### src/rtl/ripple_borrow_subtractor.sv
// Registered WIDTH-bit unsigned subtractor built from a chain of 1-bit full-subtractor cells.
// Optional signed-overflow output is enabled by defining RIPPLE_BORROW_OVF_EN.

module full_subtractor_cell (
  input  logic x,
  input  logic y,
  input  logic bi,
  output logic d,
  output logic bo
);

  // One bit of a - b - borrow, producing the borrow for the next cell
  always_comb begin
    d  = x ^ y ^ bi;
    bo = (~x & y) | (~(x ^ y) & bi);
  end

endmodule

module ripple_borrow_subtractor #(
  parameter int WIDTH = 4
) (
  input  logic             clk,
  input  logic             rst_n,
  input  logic             in_valid,
  input  logic [WIDTH-1:0] a,
  input  logic [WIDTH-1:0] b,
  input  logic             bin,
  output logic             out_valid,
  output logic [WIDTH-1:0] diff,
  output logic             bor
`ifdef RIPPLE_BORROW_OVF_EN
  ,
  output logic             ovf
`endif
);

  // borrow_s[i] is the borrow into cell i; borrow_s[WIDTH] leaves the MSB cell
  logic [WIDTH:0]   borrow_s;
  logic [WIDTH-1:0] diff_s;
  logic             out_valid_r;
  logic [WIDTH-1:0] diff_r;
  logic             bor_r;

  assign borrow_s[0] = bin;

  for (genvar i = 0; i < WIDTH; i++) begin : g_cell
    full_subtractor_cell u_cell (
      .x  (a[i]),
      .y  (b[i]),
      .bi (borrow_s[i]),
      .d  (diff_s[i]),
      .bo (borrow_s[i+1])
    );
  end

  // Output stage: strobe follows in_valid, result loads only on valid operands
  always_ff @(posedge clk or negedge rst_n) begin
    if (!rst_n) begin
      out_valid_r <= 1'b0;
      diff_r      <= {WIDTH{1'b0}};
      bor_r       <= 1'b0;
    end else begin
      out_valid_r <= in_valid;
      if (in_valid) begin
        diff_r <= diff_s;
        bor_r  <= borrow_s[WIDTH];
      end else begin
        diff_r <= diff_r;
        bor_r  <= bor_r;
      end
    end
  end

  assign out_valid = out_valid_r;
  assign diff      = diff_r;
  assign bor       = bor_r;

`ifdef RIPPLE_BORROW_OVF_EN
  logic ovf_s;
  logic ovf_r;

  // Signed overflow shows up as disagreement between borrow into and out of the MSB cell
  always_comb begin
    ovf_s = borrow_s[WIDTH-1] ^ borrow_s[WIDTH];
  end

  // Overflow register shares the load and reset rules of the difference
  always_ff @(posedge clk or negedge rst_n) begin
    if (!rst_n) begin
      ovf_r <= 1'b0;
    end else if (in_valid) begin
      ovf_r <= ovf_s;
    end else begin
      ovf_r <= ovf_r;
    end
  end

  assign ovf = ovf_r;
`endif

endmodule

### config.mk
export PLATFORM = sky130hd
export DESIGN_NAME = ripple_borrow_subtractor
export DESIGN_NICKNAME = d
export VERILOG_FILES = /design/src/rtl/ripple_borrow_subtractor.sv
export SDC_FILE = /design/constraint.sdc
export NUM_CORES = 1
export LEC_CHECK = 0
export BUFFER_PORTS_ARGS = -buffer_cell sky130_fd_sc_hd__buf_2
export CAP_MARGIN = 0
export CORE_AREA = 2 2 39 41
export CTS_CLUSTER_SIZE = 30
export DETAILED_ROUTE_END_ITERATION = 16
export DIE_AREA = 0 0 41 43
export GPL_ROUTABILITY_DRIVEN = 0
export HOLD_SLACK_MARGIN = 0.08
export PLACE_DENSITY_LB_ADDON = 0.12
export REMOVE_ABC_BUFFERS = 1
export SLEW_MARGIN = 10
export SYNTH_ARGS = -nofsm -noshare
export SYNTH_HDL_FRONTEND = slang
export SYNTH_SLANG_ARGS = --single-unit
### constraint.sdc
create_clock -name clk -period 0.85 [get_ports clk]
set_clock_uncertainty 0.2 [all_clocks]
set_input_delay 0.0425 -clock clk [delete_from_list [all_inputs] [get_ports clk]]
set_output_delay 0.0425 -clock clk [all_outputs]
set_load 0.05 [all_outputs]
### Word level (Yosys, flattened, before mapping)

Cells that the tools add are included.

* register bits: 6
* bits of input ports: 12
* output and inout port bits: 6
* logic and storage cells: 31

* bitwise operators: 28

Operators by type and width (number)
* 1-bit AND: 8
* 1-bit inverter: 8
* 1-bit bitwise XOR: 8
* 1-bit OR: 4

### Logic depth before layout (Yosys ltp)

Gate-level depths: netlist of the first run.

* depth after elaboration: 10
* gate-level depth with buffers: 8
* mapped depth without buffers: 8

### By module

From an unflattened synthesis of the first run, not the netlist that was laid out.

* cells, all modules: 27
* area total of the unflattened synthesis: 331.6 um^2

Modules (own cells, without submodules)
* ripple_borrow_subtractor: times used 1, cells each 11, area each 206.4 um^2, seq. area each 150.1 um^2
* full_subtractor_cell: times used 4, cells each 4, area each 31.3 um^2, seq. area each 0.0 um^2

### Worst setup path after synthesis of the first run

No wires, ideal clock.

* path type: input-to-reg
* from: input port b[0]
* to: register diff_r[3] (netlist: diff[3])
* library setup time: 125 ps
* arrival time: 1729 ps
* data required time: 525 ps
* setup slack: -1204 ps
* cell stages on the path: 8
* path buffers: 0
* cell sequence: inv_1 fa_1 inv_1 fa_1 fa_1 inv_1 fa_1 mux2_4

* cells in the longest elaborated chain, start to end: 9
* elaborated cells on any way between the ends: 10
* those cells by class: 10 x bitwise

Ends and longest elaborated chain
* start: declaration: line 27 `input logic [WIDTH-1:0] b,`
* 1-bit bitwise XOR: line 15 `bo = (~x & y) | (~(x ^ y) & bi);`
* 1-bit inverter: line 15
* 1-bit AND: line 15
* 1-bit OR *: line 15
* 1-bit AND *: line 15
* 1-bit OR *: line 15
* 1-bit AND *: line 15
* 1-bit OR *: line 15
* 1-bit bitwise XOR *: line 14 `d = x ^ y ^ bi;`
* named net g_cell[3].u_cell.d: line 8 `output logic d,`
* end signal: assignment: line 61 `diff_r <= {WIDTH{1'b0}};`
* end signal: assignment: line 66 `diff_r <= diff_s;`
* end signal: assignment: line 69 `diff_r <= diff_r;`
* end: declaration: line 42 `logic [WIDTH-1:0] diff_r;`

The timed path passes the listed nets; every way through them passes the cells marked *.
A chain may end at the register's enable or synchronous reset.

### Worst setup path after layout of the first run

Same ends and word-level chain as after synthesis.

==> impl_metrics.ini, run 1 <==
[sta]
relSlewSlack_pct = 92.0
finalCritPeriodShare_pct = 220
maxSlewViolCount = 0
rsz0062_at_grt = true
worst_slew_pin_slew_ps = 117
period_needed_ps = 1870
hold_viol = 12
setup_violations = 11
fmax_mhz = 535
setup_tns_ps = -3650
hold_slack_ps = -124
fin_ws_ps = -1020

[worst_setup_path]
reg2reg_from = diff[0]$_DFFE_PN0P_
timing.critical_path.cells = buf_6 -> inv_4 -> fa_2 -> inv_2 -> fa_2 -> fa_2 -> inv_2 -> fa_1 -> mux2_4
start_kind = input pin
startpoint = b[0]
required_ps = 770
crit_buf_inv = 4
critPathKind = in -> reg
cp.arrival_ps = 1790
path_delay_family = adder cells
cp_max_fo = 1
end_kind = flop
slowest_stage = fa_1
crit_path_frequent_cell = fa_2
slowest_delay_ps = 400

[final_layout]
nNetsFinal = 66
multiInputGateArea_um2 = 148
final_layout_size_suffix_gt1_share_pct = 64.6
n_fill_cell = 151
diodes = 0
layout.cells.most_common = buf_6
final_cell_mix = 9 x buf_6, 8 x buf_2, 6 x inv_1, 6 x dfrtp_1
area_growth_pct = 61.3
stdcell_area_um2 = 547
seq_area_um2 = 150

[clocking]
cts-buffers-inserted = 3
htree_levels = 1
cts_tree = built
clkLatencyLatePin_ps = 240
clkTransAtPathRegs_ps = 40
cts_hold_buf = 1
cts_max_path_buffers = 2
root_buffer = clkbuf_4
cts_sinks = 6

[synth]
synth.distinct_cells = 6
syn_area_um2 = 339
syn-instance-count = 26
synth_seq_cells = 6
postSynthAreaPerCell_um2 = 13.0
yosysWarnings = 0
ys_seq_area_share_pct = 44.3

[floorplanning]
row_count = 14
initial_core_util_pct = 24.5
dieArea_um2 = 1760
die_x_um = 41
io_pins = 18
core_area_um2 = 1380
die_h_um = 43

[routing]
drtPass1Iterations = 2
drt_iter0_markers = 1
num_vias = 242
wl_um = 612
ant_nets = 0
wl_per_cell_um = 9.56
drcViolationCount = 0
vias_per_cell = 3.78

[global_routing]
grt_pass1_vias = 291
grt_pass1_wl_um = 1010
grt_use_total_pct = 9.26
overflow = 0
antenna_found_initial = 0
grt_max_degree = 7

[hold_path]
hp-start = in_valid
hp-class = in -> reg

[power_and_ir_drop]
power_switching_uw = 415
p_per_area_nw_per_um2 = 2060
combinationalPowerShare_pct = 44.2
swShare_pct = 36.8
p_leak_nw = 0.294
p_seq_share_pct = 33.3
internal-power_uw = 714
vdd_drop_max_mv = 0.525
pwr-share-clk_pct = 22.5

[run_status]
outcome = finished with violations
violations = hold timing, setup timing

[job]
max_cap_violations = 0

[placed_design]
numPortBuffers = 17
place_hpwl_um = 523
place_area_um2 = 440
-- cell usage after synthesis --
cell,n,area [um2]
inv_1,10,37.5
dfrtp_1,6,150
fa_1,4,80.1
buf_6,1,11.3
mux2i_1,3,30.0
mux2_4,2,30.0
-- repair_timing --
action | 4_1_cts | 5_1_grt
buffers inserted | 1 | 0
gates resized for setup | 23 | 0
endpoints found under the hold margin | 12 | 12
setup endpoints to repair | 11 | 11
gates cloned | 0 | 0
-- sequential cells by signal (all words and copies together), names as in the netlist --
register and flops:
bor 1, diff 4, out_valid 1
-- kinds of logic after synthesis --
| family | after synthesis | share of synthesized area, % |
|---|---|---|
| buffers and inverters | 11 | 14.4 |
| DFF | 6 | 44.3 |
| muxes | 5 | 17.7 |
| adders and majority gates | 4 | 23.6 |
-- final timing paths --
kind                                       endpoint  slack [ps]  cells after the start
worst max-delay path            diff[3]$_DFFE_PN0P_       -1020                      9
worst min-delay path            diff[1]$_DFFE_PN0P_        -120                      2
worst max register to register  diff[0]$_DFFE_PN0P_        -110                      1
worst min register to register  diff[3]$_DFFE_PN0P_         330                      1
max in group asynchronous       diff[3]$_DFFE_PN0P_         350                      2
min in group asynchronous       out_valid$_DFF_PN0_         -40                      2
-- layout make-up --
| type | instances | share of cell area (%) |
|---|---|---|
| Inverter | 10 | 7.32 |
| Multi-Input combinational cell | 9 | 27.0 |
| Tap cell | 16 | 3.66 |
| Sequential cell | 6 | 27.5 |
| Timing Repair Buffer | 20 | 30.4 |
| Clock buffer | 3 | 4.12 |
-- layer usage --
metal  wire length [um]  up-vias  global-route usage, %
li1                   -      116                      -
met1                193      117                   7.72
met2                383        9                   15.6
met3                 36        0                      0
met4                  0        0                   12.0
met5                  0        -                      0
-- stage by stage --
step / hold WS [ps] / setup slack, ps / util [%] / cells / total power [mW]
after floorplan: -453 / -1200 / - / 25 / 0.654
after global placement: -331 / -1380 / 31.8 / 59 / 0.766
after detailed placement: -328 / -1370 / 31.8 / 59 / 0.775
after CTS: -131 / -1010 / 39.5 / 64 / 1.15
after global routing: -107 / -1080 / 39.5 / 64 / 1.19
final: -124 / -1020 / 39.5 / 64 / 1.13
-- power by group through the flow --
stage                     sequential (mW)  clock, mW  combinational, mW
after floorplan                     0.558          0             0.0957
after global placement              0.367          0              0.399
after detailed placement            0.369          0              0.406
after CTS                           0.378      0.271              0.502
after global routing                0.383      0.277              0.533
final                               0.376      0.255              0.499
No activity file was read; power rests on OpenSTA's default activity.
==> run 2, diff against run 1 <==
--- a/config.mk
+++ b/config.mk
@@ -15,6 +15,7 @@
 export HOLD_SLACK_MARGIN = 0.08
 export PLACE_DENSITY_LB_ADDON = 0.12
 export REMOVE_ABC_BUFFERS = 1
+export SETUP_SLACK_MARGIN = 0.4
 export SLEW_MARGIN = 10
 export SYNTH_ARGS = -nofsm -noshare
 export SYNTH_HDL_FRONTEND = slang
==> run 2 against run 1 <==
  * The flow still finishes with violations (hold timing, setup timing)
  * Critical path depth unchanged
  * Non-clock buffer count shrank 1
  * Via count decreased by 1.7%
  * Total power shrank 0.32%
  * Global-route usage unchanged
  * Maximum frequency is the same
  * Combinational power fell by 0.8%
  * Highest routed layer unchanged
  * Die area unchanged
  * Sequential share of layout area up 0.51 points
  * Count of clock-buffer cells in the layout is the same
  * Cell count is 1.6% lower
  * Clock power hardly changed
  * Critical path type unchanged
==> impl_metrics.ini, run 2 (synthesis gave the netlist of run 1 again) <==
[run_status]
outcome = finished with violations
violations = hold timing, setup timing

[clocking]
clkTransAtPathRegs_ps = 40
clkLatencyLatePin_ps = 240
cts_tree = built
cts_max_path_buffers = 2
root_buffer = clkbuf_4
cts-buffers-inserted = 3
htree_levels = 1
cts_sinks = 6

[placed_design]
numPortBuffers = 17
place_hpwl_um = 523
preCtsSetupSlack_ps = -1370

[global_routing]
antenna_found_initial = 0
grt_pass1_wl_um = 1010
grt_pass1_vias = 291
grt_max_degree = 7
grt_use_total_pct = 9.26
overflow = 0

[power_and_ir_drop]
combinationalPowerShare_pct = 44.0
internal-power_uw = 711
swShare_pct = 36.9
vdd_drop_max_mv = 0.524
pwr-share-clk_pct = 22.6
p_per_area_nw_per_um2 = 2100
p_total_mw = 1.13
p_seq_share_pct = 33.4
p_leak_nw = 0.289
power_switching_uw = 415

[sta]
setup_tns_ps = -3650
finalCritPeriodShare_pct = 220
period_needed_ps = 1870
worst_slew_pin_slew_ps = 117
setup_violations = 11
fmax_mhz = 535
hold_slack_ps = -586
relSlewSlack_pct = 92.0
maxSlewViolCount = 0
fin_ws_ps = -1020
rsz0062_at_grt = true
hold_viol = 12

[worst_setup_path]
setup.worst_path.end = diff[3]$_DFFE_PN0P_
slowest_delay_ps = 400
crit_buf_inv = 4
slowest_stage = fa_1
crit_path_frequent_cell = fa_2
end_kind = flop
start_kind = input pin
startpoint = b[0]
required_ps = 770
worst-path-stages = 9
reg2regPathDepth = 1
reg2reg_from = diff[0]$_DFFE_PN0P_
ff2ff_setup_slack_ps = -110
timing.critical_path.cells = buf_6 -> inv_4 -> fa_2 -> inv_2 -> fa_2 -> fa_2 -> inv_2 -> fa_1 -> mux2_4
reg2reg_to = diff[0]$_DFFE_PN0P_
path_delay_family = adder cells
critPathKind = in -> reg
cp.arrival_ps = 1790
cp_max_fo = 1

[final_layout]
final_layout_size_suffix_gt1_share_pct = 66.0
final_cell_mix = 9 x buf_6, 8 x buf_2, 6 x inv_1, 6 x dfrtp_1
layout.cells.most_common = buf_6
area_growth_pct = 58.3
diodes = 0
n_fill_cell = 152
largest_reg_flops = 4
final_util_pct = 38.8
nNetsFinal = 65

[routing]
vias_per_cell = 3.78
drt_iter0_markers = 1
drtPass1Iterations = 2
num_vias = 238
ant_nets = 0
drcViolationCount = 0
wl_per_cell_um = 9.52
wl_um = 600

[floorplanning]
core_area_um2 = 1380
row_count = 14
die_x_um = 41
initial_core_util_pct = 24.5
die_h_um = 43
dieArea_um2 = 1760
io_pins = 18

[job]
max_cap_violations = 0

[hold_path]
hp-class = in -> async
## run 2: what timing repair did
item | CTS | global route
setup endpoints to repair | 11 | 11
hold endpoints to repair | 12 | 12
buffers inserted | 1 | 0
gates resized for setup | 23 | 0
cloned | 0 | 0
## run 2: area by class of cell
cell class	instances	area [um2]	area share, %
repair buffers	19	156	29.1
inverters	10	40.0	7.46
clock buffers	3	22.5	4.20
well taps	16	20.0	3.73
multi-input cells	9	148	27.5
flip-flops and latches	6	150	28.0
## run 2: power by group through the flow
| stage | Combinational [mW] | Sequential (mW) | Clock (mW) |
|---|---|---|---|
| after floorplan | 0.0957 | 0.558 | 0 |
| after global placement | 0.399 | 0.367 | 0 |
| after detailed placement | 0.406 | 0.369 | 0 |
| after CTS | 0.499 | 0.378 | 0.271 |
| after global routing | 0.529 | 0.383 | 0.277 |
| final | 0.495 | 0.376 | 0.255 |
## run 2: how the worst min path moves through the flow
| stage | from | endpoint | slack [ps] | cells past startpoint |
|---|---|---|---|---|
| after floorplan | rst_n | bor$_DFFE_PN0P_ | -450 | 0 |
| after global placement | rst_n | out_valid$_DFF_PN0_ | -330 | 1 |
| after detailed placement | rst_n | out_valid$_DFF_PN0_ | -330 | 1 |
| after CTS | rst_n | diff[2]$_DFFE_PN0P_ | -590 | 1 |
| after global routing | rst_n | diff[2]$_DFFE_PN0P_ | -590 | 1 |
| final | rst_n | out_valid$_DFF_PN0_ | -590 | 1 |
## run 2: metrics by stage
stage,cell area [um2],instances
3_3_place_gp,440,59
2_1_floorplan,328,25
3_5_place_dp,440,59
5_1_grt,537,63
6_report,537,63
4_1_cts,537,63
## run 2: routing by layer
metal	wire length (um)	track usage, %	vias up
li1	-	-	114
met1	188	7.72	115
met2	373	15.6	9
met3	38	0	0
met4	0	12.0	0
met5	0	0	-
